File: src/rtl/dibit_serializer_pkg.sv
// Shared types and sizing helpers for the dibit serializer.
// Purely declarative: no logic, no latency, no flow control.
package dibit_serializer_pkg;

  typedef enum logic [1:0] {
    IDLE  = 2'd0,
    SHIFT = 2'd1,
    PAR   = 2'd2
  } state_t;

  typedef logic [1:0] dibit_t;

  function automatic int nsym(input int word_w);
    return word_w / 2;
  endfunction

endpackage

File: src/rtl/dibit_shift_reg.sv
// Load/shift-by-2 word register exposing the next dibit to send; load wins over shift.
// Output follows the register with no added latency; shifting is gated by the caller's handshake.
module dibit_shift_reg
  import dibit_serializer_pkg::*;
#(
  parameter int WORD_W    = 8,
  parameter bit MSB_FIRST = 1'b1
) (
  input  logic              clk,
  input  logic              rstn,
  input  logic              i_load,
  input  logic [WORD_W-1:0] i_data,
  input  logic              i_shift,
  output dibit_t            o_dibit
);

  logic [WORD_W-1:0] r_sr;

  always_ff @(posedge clk or negedge rstn) begin
    if (!rstn) begin
      r_sr <= '0;
    end else if (i_load) begin
      r_sr <= i_data;
    end else if (i_shift) begin
      if (MSB_FIRST) r_sr <= {r_sr[WORD_W-3:0], 2'b00};
      else           r_sr <= {2'b00, r_sr[WORD_W-1:2]};
    end
  end

  assign o_dibit = MSB_FIRST ? r_sr[WORD_W-1:WORD_W-2] : r_sr[1:0];

endmodule

File: src/rtl/dibit_serializer.sv
// Word-to-dibit serializer: first symbol 1 clk after acceptance, zero-bubble frames, AXI-style hold under backpressure.
// DIBIT_SERIALIZER_PARITY_EN appends a {0,parity} symbol so each frame's bits XOR to zero.
module dibit_serializer
  import dibit_serializer_pkg::*;
#(
  parameter int WORD_W    = 8,
  parameter bit MSB_FIRST = 1'b1
) (
  input  logic              clk,
  input  logic              rstn,
  input  logic [WORD_W-1:0] in_data,
  input  logic              in_valid,
  output logic              in_ready,
  output logic [1:0]        sym_out,
  output logic              sym_valid,
  input  logic              sym_ready,
  output logic              sym_first,
  output logic              sym_last,
  output logic              busy
);

  localparam int NSYM  = nsym(WORD_W);
  localparam int CNT_W = $clog2(NSYM + 1);

  if ((WORD_W % 2) != 0 || WORD_W < 4) begin : g_bad_word_w
    $error("dibit_serializer: WORD_W must be even and >= 4");
  end

  state_t            r_state;
  state_t            w_state_nxt;
  logic [CNT_W-1:0]  r_cnt;
  dibit_t            w_dibit;
  logic              w_in_xfer;
  logic              w_sym_xfer;
  logic              w_last_data;
  logic              w_shift;

  assign w_in_xfer   = in_valid && in_ready;
  assign w_sym_xfer  = sym_valid && sym_ready;
  assign w_last_data = (r_cnt == CNT_W'(NSYM - 1));
  assign w_shift     = w_sym_xfer && (r_state == SHIFT);

  dibit_shift_reg #(
    .WORD_W    (WORD_W),
    .MSB_FIRST (MSB_FIRST)
  ) u_sr (
    .clk     (clk),
    .rstn    (rstn),
    .i_load  (w_in_xfer),
    .i_data  (in_data),
    .i_shift (w_shift),
    .o_dibit (w_dibit)
  );

`ifdef DIBIT_SERIALIZER_PARITY_EN
  logic r_par;

  always_ff @(posedge clk or negedge rstn) begin
    if (!rstn)          r_par <= 1'b0;
    else if (w_in_xfer) r_par <= ^in_data;
  end
`endif

  always_ff @(posedge clk or negedge rstn) begin
    if (!rstn) begin
      r_state <= IDLE;
      r_cnt   <= '0;
    end else begin
      r_state <= w_state_nxt;
      if (w_in_xfer)    r_cnt <= '0;
      else if (w_shift) r_cnt <= r_cnt + 1'b1;
    end
  end

  always_comb begin
    w_state_nxt = r_state;
    case (r_state)
      IDLE: begin
        if (w_in_xfer) w_state_nxt = SHIFT;
      end
      SHIFT: begin
        if (w_sym_xfer && w_last_data) begin
`ifdef DIBIT_SERIALIZER_PARITY_EN
          w_state_nxt = PAR;
`else
          w_state_nxt = w_in_xfer ? SHIFT : IDLE;
`endif
        end
      end
      PAR: begin
`ifdef DIBIT_SERIALIZER_PARITY_EN
        if (w_sym_xfer) w_state_nxt = w_in_xfer ? SHIFT : IDLE;
`else
        w_state_nxt = IDLE;
`endif
      end
      default: w_state_nxt = IDLE;
    endcase
  end

  // Outputs decode registered state only, so reset clears them asynchronously.
  always_comb begin
    sym_valid = (r_state != IDLE);
    busy      = (r_state != IDLE);
    sym_out   = 2'b00;
    sym_first = (r_state == SHIFT) && (r_cnt == '0);
`ifdef DIBIT_SERIALIZER_PARITY_EN
    sym_last  = (r_state == PAR);
    if (r_state == PAR) sym_out = {1'b0, r_par};
`else
    sym_last  = (r_state == SHIFT) && w_last_data;
`endif
    if (r_state == SHIFT) sym_out = w_dibit;
    in_ready  = (r_state == IDLE) || (sym_valid && sym_ready && sym_last);
  end

endmodule
File: config.mk
export PLATFORM = sky130hd
export DESIGN_NAME = dibit_serializer
export DESIGN_NICKNAME = d
export VERILOG_FILES = /design/src/rtl/dibit_serializer_pkg.sv /design/src/rtl/dibit_shift_reg.sv /design/src/rtl/dibit_serializer.sv
export SDC_FILE = /design/constraint.sdc
export NUM_CORES = 1
export LEC_CHECK = 0
export CAP_MARGIN = 40
export CORE_MARGIN = 4
export CORE_UTILIZATION = 46
export CTS_BUF_LIST = sky130_fd_sc_hd__clkbuf_4
export DETAILED_ROUTE_END_ITERATION = 10
export PLACE_DENSITY = 0.82
export SETUP_SLACK_MARGIN = 0.05
export SLEW_MARGIN = 20
export SYNTH_ARGS = -nofsm -noshare
export SYNTH_HDL_FRONTEND = slang
export SYNTH_SLANG_ARGS = --single-unit
File: constraint.sdc
create_clock -name clk -period 1.45 [get_ports clk]
set_clock_uncertainty 0.05 [all_clocks]
set_input_delay 0.29 -clock clk [delete_from_list [all_inputs] [get_ports clk]]
set_output_delay 0.29 -clock clk [all_outputs]
set_load 0.1 [all_outputs]
==> results.md, run 1 <==
- Outcome: complete, but fails checks
- Failing checks: negative setup slack
- Routed wire length: ~2.5 mm
- Initial Util: 48.9%
- Worst hold path type: in -> async
- Die W: 50.9 um
- CTS H-Tree Depth: 1
- Worst-path cell chain: ha_2 -> ha_4 -> and2_4 -> buf_12
- TNS Setup: -1.39 ns
- Clk sinks: 12
- Pin count of the biggest net entering global routing: 9
- Relative slew slack: 82.2%
- Clk Latency, worst-skew pair: 0.28 ns
- Via Count: 799
- Ys Warns: 0
- CP peak stage delay: 0.40 ns
- Synth unique cells: 23
- Grt total ovfl: 0
- PD cells: between 2000 and 2500 nW/um^2
- Tmin final: ~1.7 ns
- Detail Route Antenna Nets: 0
- Port Buffer Count: 18
- Antenna violations before repair: 0
- Fin cells: roughly 140
- Fin. max-slew vios: 0
- Power share of the clock group: slightly above 8%
- Layout Nets: 134
- WL per Instance: 17.2 um
- Final hold viol count: 0
- Worst hold margin: approximately 0.19 ns
- GRT Util Overall: 17.8%
- Switching part of the total: 46.4%
- CTS clk-pin slew, worst paths: 0.08 ns
- Core Box Area: 1730 sq um
- Placed insts: between 100 and 150
- Worst Setup End Kind: primary output
- Router iterations before antenna repair: 4
- RSZ-0062 raised after global routing: true
- Mapped cell area: 845 sq um
- Crit start category: register
- Pre-CTS setup slack: -0.243 ns
- Filler cell count: 109
- CTS Hold Buffers Added: 0
- DR iter-0 viols: 22
- Die area: 2590 sq um
- Worst Slack Setup Final: -0.262 ns
- Logic pwr share: 72.0%
- Number of global-route vias before repair: between 800 and 900
- Final setup fails: 15
- Main area contributors after synthesis: dfrtp_1 36%, mux2i_1 11%, mux2_2 6.7%
- Crit path kind: reg -> out
- Internal: 1.58 mW
- Max-cap check violation count: 0
- Leakage: 0.644 nW
- Most frequent cells in the layout: 18 x buf_4, 11 x clkdlybuf4s50_1, 11 x dfrtp_1
- FMAX: slightly below 600 MHz
- Area grow syn2layout: 65.8%
- Diodes inserted: 0
- IO Count: 19
- Utilization after layout: 81.1%
- Psw: 1.37 mW
- Net Count, Synth: 94
- WP data arrival: approximately 1.4 ns
- Routability Congestion: between 0.7 and 0.8
- Row count: 15
- Synth top area share: 35.6%
- Critical Path RT: 1.11 ns
- VDD IR max: ~1.8 mV
- Fin crit share: 118%
- Synth Register Bits: 12
- Crit-path slowest cell: dfrtp_1
- Clock Tree Buf Depth: 2
- Worst-path maximum fanout: 4
- Vias per cell: around 5.6
- HPWL after DPL: 1.51 mm
- Most common cell after layout, fill and taps aside: buf_4
- R2R Setup Slk: -0.16 ns
- Total CTS buffers: 3
- Measured slew at the worst slew-check pin: about 0.27 ns
- First-pass GRT wire length: 3.55 mm
- DRC: 0
- TritonCTS clock tree: built
- Root Driver: clkbuf_4
- Cell count after synthesis: 79
- Reg power frac: between 10% and 20%
- Register area share after synthesis: 35.6%
- Layout cells sized above 1: roughly 53%
- Die Y-Extent: 50.9 um
- Area leader, netlist: dfrtp_1
- Avg Inst Size Synth: 10.7 sq um
cells in the mapped netlist:
library cell and number:
a21oi_1 5, a22oi_1 2, a31oi_1 1, and2_1 3, and3_1 2, buf_2 1, buf_4 3, buf_6 2
dfrtp_1 12, ha_1 3, inv_1 3, mux2_2 5, mux2_4 2, mux2i_1 9, nand2_1 2, nand2_8 1
nand2b_1 8, nand3_2 2, nor2b_1 2, o21ai_0 2, o221a_2 2, o22a_1 2, o22ai_1 5
final cells by class:
class	instances	area [sq um]	area share, %
multi-input combinational	58	579	41.4
timing repair buffer	41	439	31.4
sequential	12	304	21.7
tap	25	31.3	2.23
clock buffer	4	30.0	2.14
inverter	3	16.3	1.16
layer usage:
metal | track usage [%] | share of wire [%] | vias up
met1 | 22.2 | 42 | 385
met3 | 3.50 | 6.7 | 5
met2 | 30.2 | 50 | 41
li1 | - | - | 368
met5 | 0 | 0 | -
met4 | 7.17 | 1.2 | 0
per-stage QoR:
stage / area (sq um) / total power, mW
4_1_cts: 1340 / 2.74
6_report: 1400 / 2.94
2_1_floorplan: 891 / 1.78
3_5_place_dp: 1200 / 2.37
5_1_grt: 1400 / 3.08
3_3_place_gp: 1200 / 2.31
critical path: cells and delay by family, from the launching register on:
family | cells | cell delay, ns
DFF | 1 | 0.40
buffers and inverters | 1 | 0.16
and+or+nand+nor | 1 | 0.14
adders and majority gates | 2 | 0.39
path summary, 6_finish.rpt:
check                                      from                       end  cells after the start
max reg2reg                r_cnt[0]$_DFFE_PN0P_      r_cnt[1]$_DFFE_PN0P_                      7
min                                        rstn      r_cnt[2]$_DFFE_PN0P_                      1
min reg2reg                r_cnt[2]$_DFFE_PN0P_      r_cnt[2]$_DFFE_PN0P_                      2
max                        r_cnt[0]$_DFFE_PN0P_                  sym_last                      4
max in group asynchronous                  rstn  u_sr.r_sr[1]$_DFFE_PN0P_                      2
min in group clk           r_cnt[2]$_DFFE_PN0P_      r_cnt[2]$_DFFE_PN0P_                      2
state kept, by name, indices dropped and copies added (netlist names):
name / cells
r_cnt: 3
r_state: 1
u_sr.r_sr: 8
power groups by stage:
stage          clock (mW)  sequential, mW  combinational, mW
5_1_grt             0.263           0.598               2.22
6_report            0.245           0.578               2.12
3_5_place_dp            0           0.586               1.78
3_3_place_gp            0           0.576               1.73
2_1_floorplan           0           0.594               1.19
4_1_cts             0.239           0.569               1.93
what timing repair did:
| item | CTS | global route |
|---|---|---|
| pin swaps | 9 | 6 |
| buffers inserted | 8 | 4 |
| setup endpoints to repair | 12 | 18 |
| cloned | 0 | 0 |
| resized for setup | 12 | 11 |
cells by family (layout without fill, tap and decap cells):
| kind of cell | Yosys count | in the layout | synth area share, % |
|---|---|---|---|
| muxes | 16 | 16 | 20.9 |
| and+or+nand+nor | 20 | 20 | 16.7 |
| buffers and inverters | 9 | 48 | 7.26 |
| adders and majority gates | 3 | 3 | 4.44 |
| AOI/OAI and AO/OA | 19 | 19 | 15.1 |
| DFF | 12 | 12 | 35.6 |
Power figures use the tool's default switching activity.
==> inputs of run 2 (changes only) <==
Settings changed: GPL_ROUTABILITY_DRIVEN set to 0, RECOVER_POWER set to 25.
==> run 2 against run 1 <==
Net effect: the flow still finishes with violations (negative setup slack); combinational power about the same; non-clock buffer count did not move; die area stayed put; total power about the same; critical path depth unchanged; worst hold slack better by 0.070 ns; routed wire length unchanged; highest routed layer unchanged.
==> results.md, run 2 (synthesis gave the netlist of run 1 again) <==
- TritonCTS clock tree: built
- Total CTS buffers: 3 (unchanged)
- Worst Slack Setup Final: -0.262 ns (unchanged)
- Row count: 15 (unchanged)
- Relative slew slack: 82.4% (+0.22 points)
- Switching part of the total: 46.4% (about the same)
- Most frequent cells in the layout: 18 x buf_4, 11 x dfrtp_1, 10 x clkdlybuf4s50_1
- GRT Util Overall: 17.8% (unchanged)
- Via Count: 799 (unchanged)
- Die Y-Extent: 50.9 um (unchanged)
- Met2 usage: 30.2% (unchanged)
- Pre-CTS setup slack: -0.243 ns (unchanged)
- Grt total ovfl: 0 (unchanged)
- DR iter-0 viols: 22 (unchanged)
- Layout Nets: 134 (unchanged)
- Fin crit share: 118% (unchanged)
- Power share of the clock group: 8.3% (about the same)
- Die W: 50.9 um (unchanged)
- Setup crit end: sym_last
- Initial Util: 48.9% (unchanged)
- Diodes inserted: 0 (unchanged)
- Number of global-route vias before repair: 841 (unchanged)
- CTS H-Tree Depth: 1 (unchanged)
- Worst Setup End Kind: primary output
- Area grow syn2layout: 65.8% (unchanged)
- Crit path kind: reg -> out
- Die area: 2590 sq um (unchanged)
- Vias per cell: 5.59 (unchanged)
- Port Buffer Count: 18 (unchanged)
- Logic pwr share: 72.0% (about the same)
- Clock Tree Buf Depth: 2 (unchanged)
- CTS clk-pin slew, worst paths: 0.08 ns (about the same)
- Biggest register: u_sr.r_sr
- WL per Instance: 17.2 um (unchanged)
- Biggest regs: u_sr.r_sr x8, r_cnt x3, r_state x1
- Clk Latency, worst-skew pair: 0.28 ns (about the same)
- Detail Route Antenna Nets: 0 (unchanged)
- RSZ-0062 raised after global routing: true
- Reg power frac: 19.6% (about the same)
- TNS Setup: -1.39 ns (+0.0000100 ns)
- VDD IR max: 1.80 mV (about the same)
- R2R Setup Slk: -0.16 ns (about the same)
- Max reg flops: 8 (unchanged)
- Measured slew at the worst slew-check pin: 0.263 ns (-0.00417 ns)
- Clk sinks: 12 (unchanged)
- Max-cap check violation count: 0 (unchanged)
- Fin. max-slew vios: 0 (unchanged)
- HPWL after DPL: 1.51 mm (unchanged)
- Failing checks: negative setup slack
- Worst-path maximum fanout: 4 (unchanged)
- Antenna violations before repair: 0 (unchanged)
- Router iterations before antenna repair: 4 (unchanged)
- Root Driver: clkbuf_4
- WP data arrival: 1.37 ns (about the same)
- FMAX: 584 MHz (unchanged)
- Utilization after layout: 81.1% (unchanged)
- Most common cell after layout, fill and taps aside: buf_4
- Leakage: 0.644 nW (about the same)
- Routed wire length: 2.47 mm (unchanged)
- Internal: 1.58 mW (about the same)
- Critical Path Start: r_cnt[0]$_DFFE_PN0P_
- Core Box Area: 1730 sq um (unchanged)
- First-pass GRT wire length: 3.55 mm (unchanged)
- Reg2reg start: r_cnt[0]$_DFFE_PN0P_
- Psw: 1.37 mW (about the same)
- Outcome: complete, but fails checks
- FF-to-FF path depth: 7 (unchanged)
- Tmin final: 1.71 ns (unchanged)
- Global Route met1 Usage: 22.2% (unchanged)
- Met3 Track Usage GR: 3.50% (unchanged)
- Final hold viol count: 0 (unchanged)
- Critical Path RT: 1.11 ns (about the same)
- PD cells: 2100 nW/um^2 (about the same)
- Worst hold path type: in -> async
- Reg2reg end: r_cnt[1]$_DFFE_PN0P_
- Layout cells sized above 1: 53.4% (unchanged)
- DRC: 0 (unchanged)
- Worst hold margin: 0.259 ns (+0.0701 ns)
- Pin count of the biggest net entering global routing: 9 (unchanged)
- Final setup fails: 15 (unchanged)
- Crit start category: register
- Top Usage Layer GRT: met2
- IO Count: 19 (unchanged)
## run 2: worst min-delay path by stage
| stage | startpoint | end | slack (ns) | depth (start not counted) |
|---|---|---|---|---|
| final | rstn | r_cnt[2]$_DFFE_PN0P_ | 0.26 | 1 |
| after global routing | rstn | r_cnt[2]$_DFFE_PN0P_ | 0.27 | 1 |
| after CTS | rstn | r_cnt[2]$_DFFE_PN0P_ | 0.19 | 1 |
| after detailed placement | rstn | r_cnt[2]$_DFFE_PN0P_ | 0.48 | 1 |
| after global placement | rstn | r_cnt[2]$_DFFE_PN0P_ | 0.48 | 1 |
| after floorplan | rstn | r_cnt[0]$_DFFE_PN0P_ | -0.06 | 0 |
## run 2: what timing repair did
item / 4_1_cts / 5_1_grt
pin swaps: 9 / 6
setup buffers: 8 / 4
resized for setup: 12 / 11
setup endpoints to repair: 12 / 18
hold buffers: 0 / 0
## run 2: cell type report
cell class | count | area, sq um
Clock buffer | 4 | 30.0
Fill cell | 109 | 327
Inverter | 3 | 16.3
Multi-Input combinational cell | 58 | 579
Sequential cell | 12 | 304
Tap cell | 25 | 31.3
Timing Repair Buffer | 41 | 439
## run 2: routing by layer
metal  vias to the layer above  share of wire [%]
met4                         0                1.2
met5                         -                  0
met3                         5                6.6
met2                        41                 50
li1                        368                  -
met1                       385                 42
## run 2: critical path, stage by stage, from the launching register on
cell and delay [ns]:
dfrtp_1 0.40, ha_2 0.21, ha_4 0.18, and2_4 0.14
buf_12 0.16
## run 2: stage by stage
step	cells	total power [mW]	cell area [sq um]
finish	143	2.94	1400
global route	143	3.08	1400
CTS	140	2.74	1340
detailed placement	128	2.37	1200
global placement	128	2.31	1200
floorplan	79	1.78	891
## run 2: power by group through the flow
stage / logic (mW) / clock network, mW / registers (mW)
floorplan: 1.19 / 0 / 0.594
global placement: 1.73 / 0 / 0.576
detailed placement: 1.78 / 0 / 0.586
CTS: 1.93 / 0.239 / 0.569
global route: 2.22 / 0.263 / 0.598
finish: 2.12 / 0.245 / 0.578
==> inputs of run 3 (changes only) <==
Settings changed: CORE_MARGIN 4 to not set, GPL_ROUTABILITY_DRIVEN 0 to not set, TNS_END_PERCENT set to 30.
==> run 3 against run 2 <==
Net effect: the flow still finishes with violations (negative setup slack); cell count fell by 2.1%; critical path depth did not move; setup slack worse by 0.0073 ns; routed wire length shrank 11%; sequential share of layout area up 0.78 points; first-iteration DRC count down 23%; worst hold slack improved by 0.011 ns.
==> results.md, run 3 (synthesis gave the netlist of run 1 again) <==
- Switching part of the total: 46.6% (+0.15 points)
- Reg2reg start: r_cnt[1]$_DFFE_PN0P_
- Routability Congestion: 0.768
- Pwr Total: 2.79 mW (-5.2%)
- WP depth: 4 (unchanged)
- TritonCTS clock tree: built
- Root Driver: clkbuf_4
- Area post-placement: 1200 sq um (-0.21%)
- Clk sinks: 12 (unchanged)
- Max-cap check violation count: 0 (unchanged)
- Worst-path maximum fanout: 4 (unchanged)
- Pin count of the biggest net entering global routing: 21 (+12)
- Initial Util: 48.9% (unchanged)
- Vias per cell: 5.54 (-0.80%)
- Final hold viol count: 0 (unchanged)
- Clk Latency, worst-skew pair: 0.27 ns (about the same)
- Power share of the clock group: 7.9% (-0.4 points)
- Final setup fails: 14 (-1)
- Clock Tree Buf Depth: 2 (unchanged)
- HPWL after DPL: 1.48 mm (-1.6%)
- IO Count: 19 (unchanged)
- Most common cell after layout, fill and taps aside: buf_4
- DRC: 0 (unchanged)
- VDD IR max: 1.58 mV (-12%)
- PD cells: 2070 nW/um^2 (-1.7%)
- Biggest regs: u_sr.r_sr x8, r_cnt x3, r_state x1
- Fin. max-slew vios: 0 (unchanged)
- Crit path kind: reg -> out
- FMAX: 582 MHz (-0.43%)
- CTS Hold Buffers Added: 0 (unchanged)
- DR iter-0 viols: 17 (-23%)
- Filler cell count: 109 (unchanged)
- Failing checks: negative setup slack
- Total CTS buffers: 3 (unchanged)
- First-pass GRT wire length: 3.35 mm (-5.4%)
- Fin area: 1350 sq um (-3.5%)
- Routed wire length: 2.20 mm (-11%)
- CTS H-Tree Depth: 1 (unchanged)
- Fin crit share: 119% (+0.51 points)
- Crit-path slowest cell: dfrtp_1
- WP data arrival: 1.38 ns (about the same)
- RSZ-0062 raised after global routing: true
- Layout cells sized above 1: 52.2% (-1.2 points)
- Via Count: 776 (-2.9%)
- Grt total ovfl: 0 (unchanged)
- Measured slew at the worst slew-check pin: 0.291 ns (+0.0276 ns)
- FF-to-FF path depth: 8 (+1)
- Router iterations before antenna repair: 4 (unchanged)
- Layout Nets: 131 (-2.2%)
- Leakage: 0.614 nW (-4.6%)
- Most frequent cells in the layout: 15 x buf_4, 11 x dfrtp_1, 10 x clkdlybuf4s50_1
- Diodes inserted: 0 (unchanged)
- Worst hold path type: in -> async
- Utilization after layout: 78.3% (-2.8 points)
- Area grow syn2layout: 60.0%
- Detail Route Antenna Nets: 0 (unchanged)
- Die area: 2010 sq um (-22%)
- Die Y-Extent: 44.9 um (-12%)
- Max reg flops: 8 (unchanged)
- Crit start category: register
- Worst Setup End Kind: primary output
- Die W: 44.9 um (-12%)
- Reg power frac: 20.6% (+1.0 points)
- Worst-path cell chain: ha_2 -> ha_4 -> and2_4 -> buf_12
- Worst hold margin: 0.270 ns (+0.0106 ns)
- CTS clk-pin slew, worst paths: 0.08 ns (about the same)
- Top delay family on crit path: flip-flops
- Core Box Area: 1730 sq um (unchanged)
- Internal: 1.49 mW (-5.4%)
- Logic pwr share: 71.5% (-0.5 points)
- Port Buffer Count: 18 (unchanged)
- Biggest register: u_sr.r_sr
- Outcome: complete, but fails checks
- GRT Util Overall: 23.3% (+5.4 points)
- Critical Path Start: r_cnt[1]$_DFFE_PN0P_
- Number of global-route vias before repair: 737 (-12%)
- Worst path bufs/invs: 1 (unchanged)
- CP peak stage delay: 0.40 ns (about the same)
- Antenna violations before repair: 0 (unchanged)
- Relative slew slack: 80.5% (-1.8 points)
- Critical Path RT: 1.11 ns (about the same)
- Pre-CTS setup slack: -0.275 ns (-0.0322 ns)
- Worst Slack Setup Final: -0.270 ns (-0.00733 ns)
- Psw: 1.30 mW (-4.8%)
- Tmin final: 1.72 ns (+0.00733 ns)
- Row count: 15 (unchanged)
- WL per Instance: 15.7 um (-8.7%)
[run 3: per-layer routing]
metal	vias up	global-route usage, %	wire length [um]
li1	362	-	-
met1	385	29.6	964
met2	25	41.5	1130
met3	4	2.80	79
met4	0	6.67	25
met5	-	0	0
[run 3: path summary, 6_finish.rpt]
path,to,slack [ns]
max,sym_last,-0.27
min,u_sr.r_sr[6]$_DFFE_PN0P_,0.27
max reg2reg,u_sr.r_sr[3]$_DFFE_PN0P_,-0.20
min reg2reg,u_sr.r_sr[1]$_DFFE_PN0P_,0.52
max in group asynchronous,u_sr.r_sr[3]$_DFFE_PN0P_,0.68
min in group clk,u_sr.r_sr[1]$_DFFE_PN0P_,0.52
[run 3: worst register-to-register path: stages, from the launching register on]
cell	delay, ns
dfrtp_1	0.40
ha_2	0.21
ha_4	0.18
buf_4	0.14
buf_6	0.11
buf_4	0.12
nand3_2	0.08
o22a_1	0.15
o221a_2	0.17
[run 3: power by group through the flow]
stage               Sequential (mW)  Clock, mW  Combinational (mW)
CTS                           0.589      0.216                1.82
detailed placement            0.594          0                1.75
global route                  0.593      0.242                2.10
global placement              0.583          0                1.71
finish                        0.576      0.219                2.00
floorplan                     0.593          0                1.16
[run 3: area by class of cell]
type | count | area [sq um] | area share [%]
Inverter | 3 | 11.3 | 0.833
Multi-Input combinational cell | 58 | 557 | 41.2
Sequential cell | 12 | 304 | 22.5
Clock inverter | 1 | 3.75 | 0.278
Tap cell | 25 | 31.3 | 2.31
Timing Repair Buffer | 38 | 422 | 31.2
Clock buffer | 3 | 22.5 | 1.67
[run 3: repair_timing]
item / 4_1_cts / 5_1_grt
resized for setup: 4 / 15
setup buffers: 2 / 6
pin swaps: 4 / 7
setup endpoints to repair: 18 / 18
cloned: 0 / 0
[run 3: stage by stage]
stage,TNS (ns),cells
floorplan,-0.996,79
global placement,-2.09,128
detailed placement,-2.47,128
CTS,-1.66,134
global route,-2.18,140
finish,-1.35,140
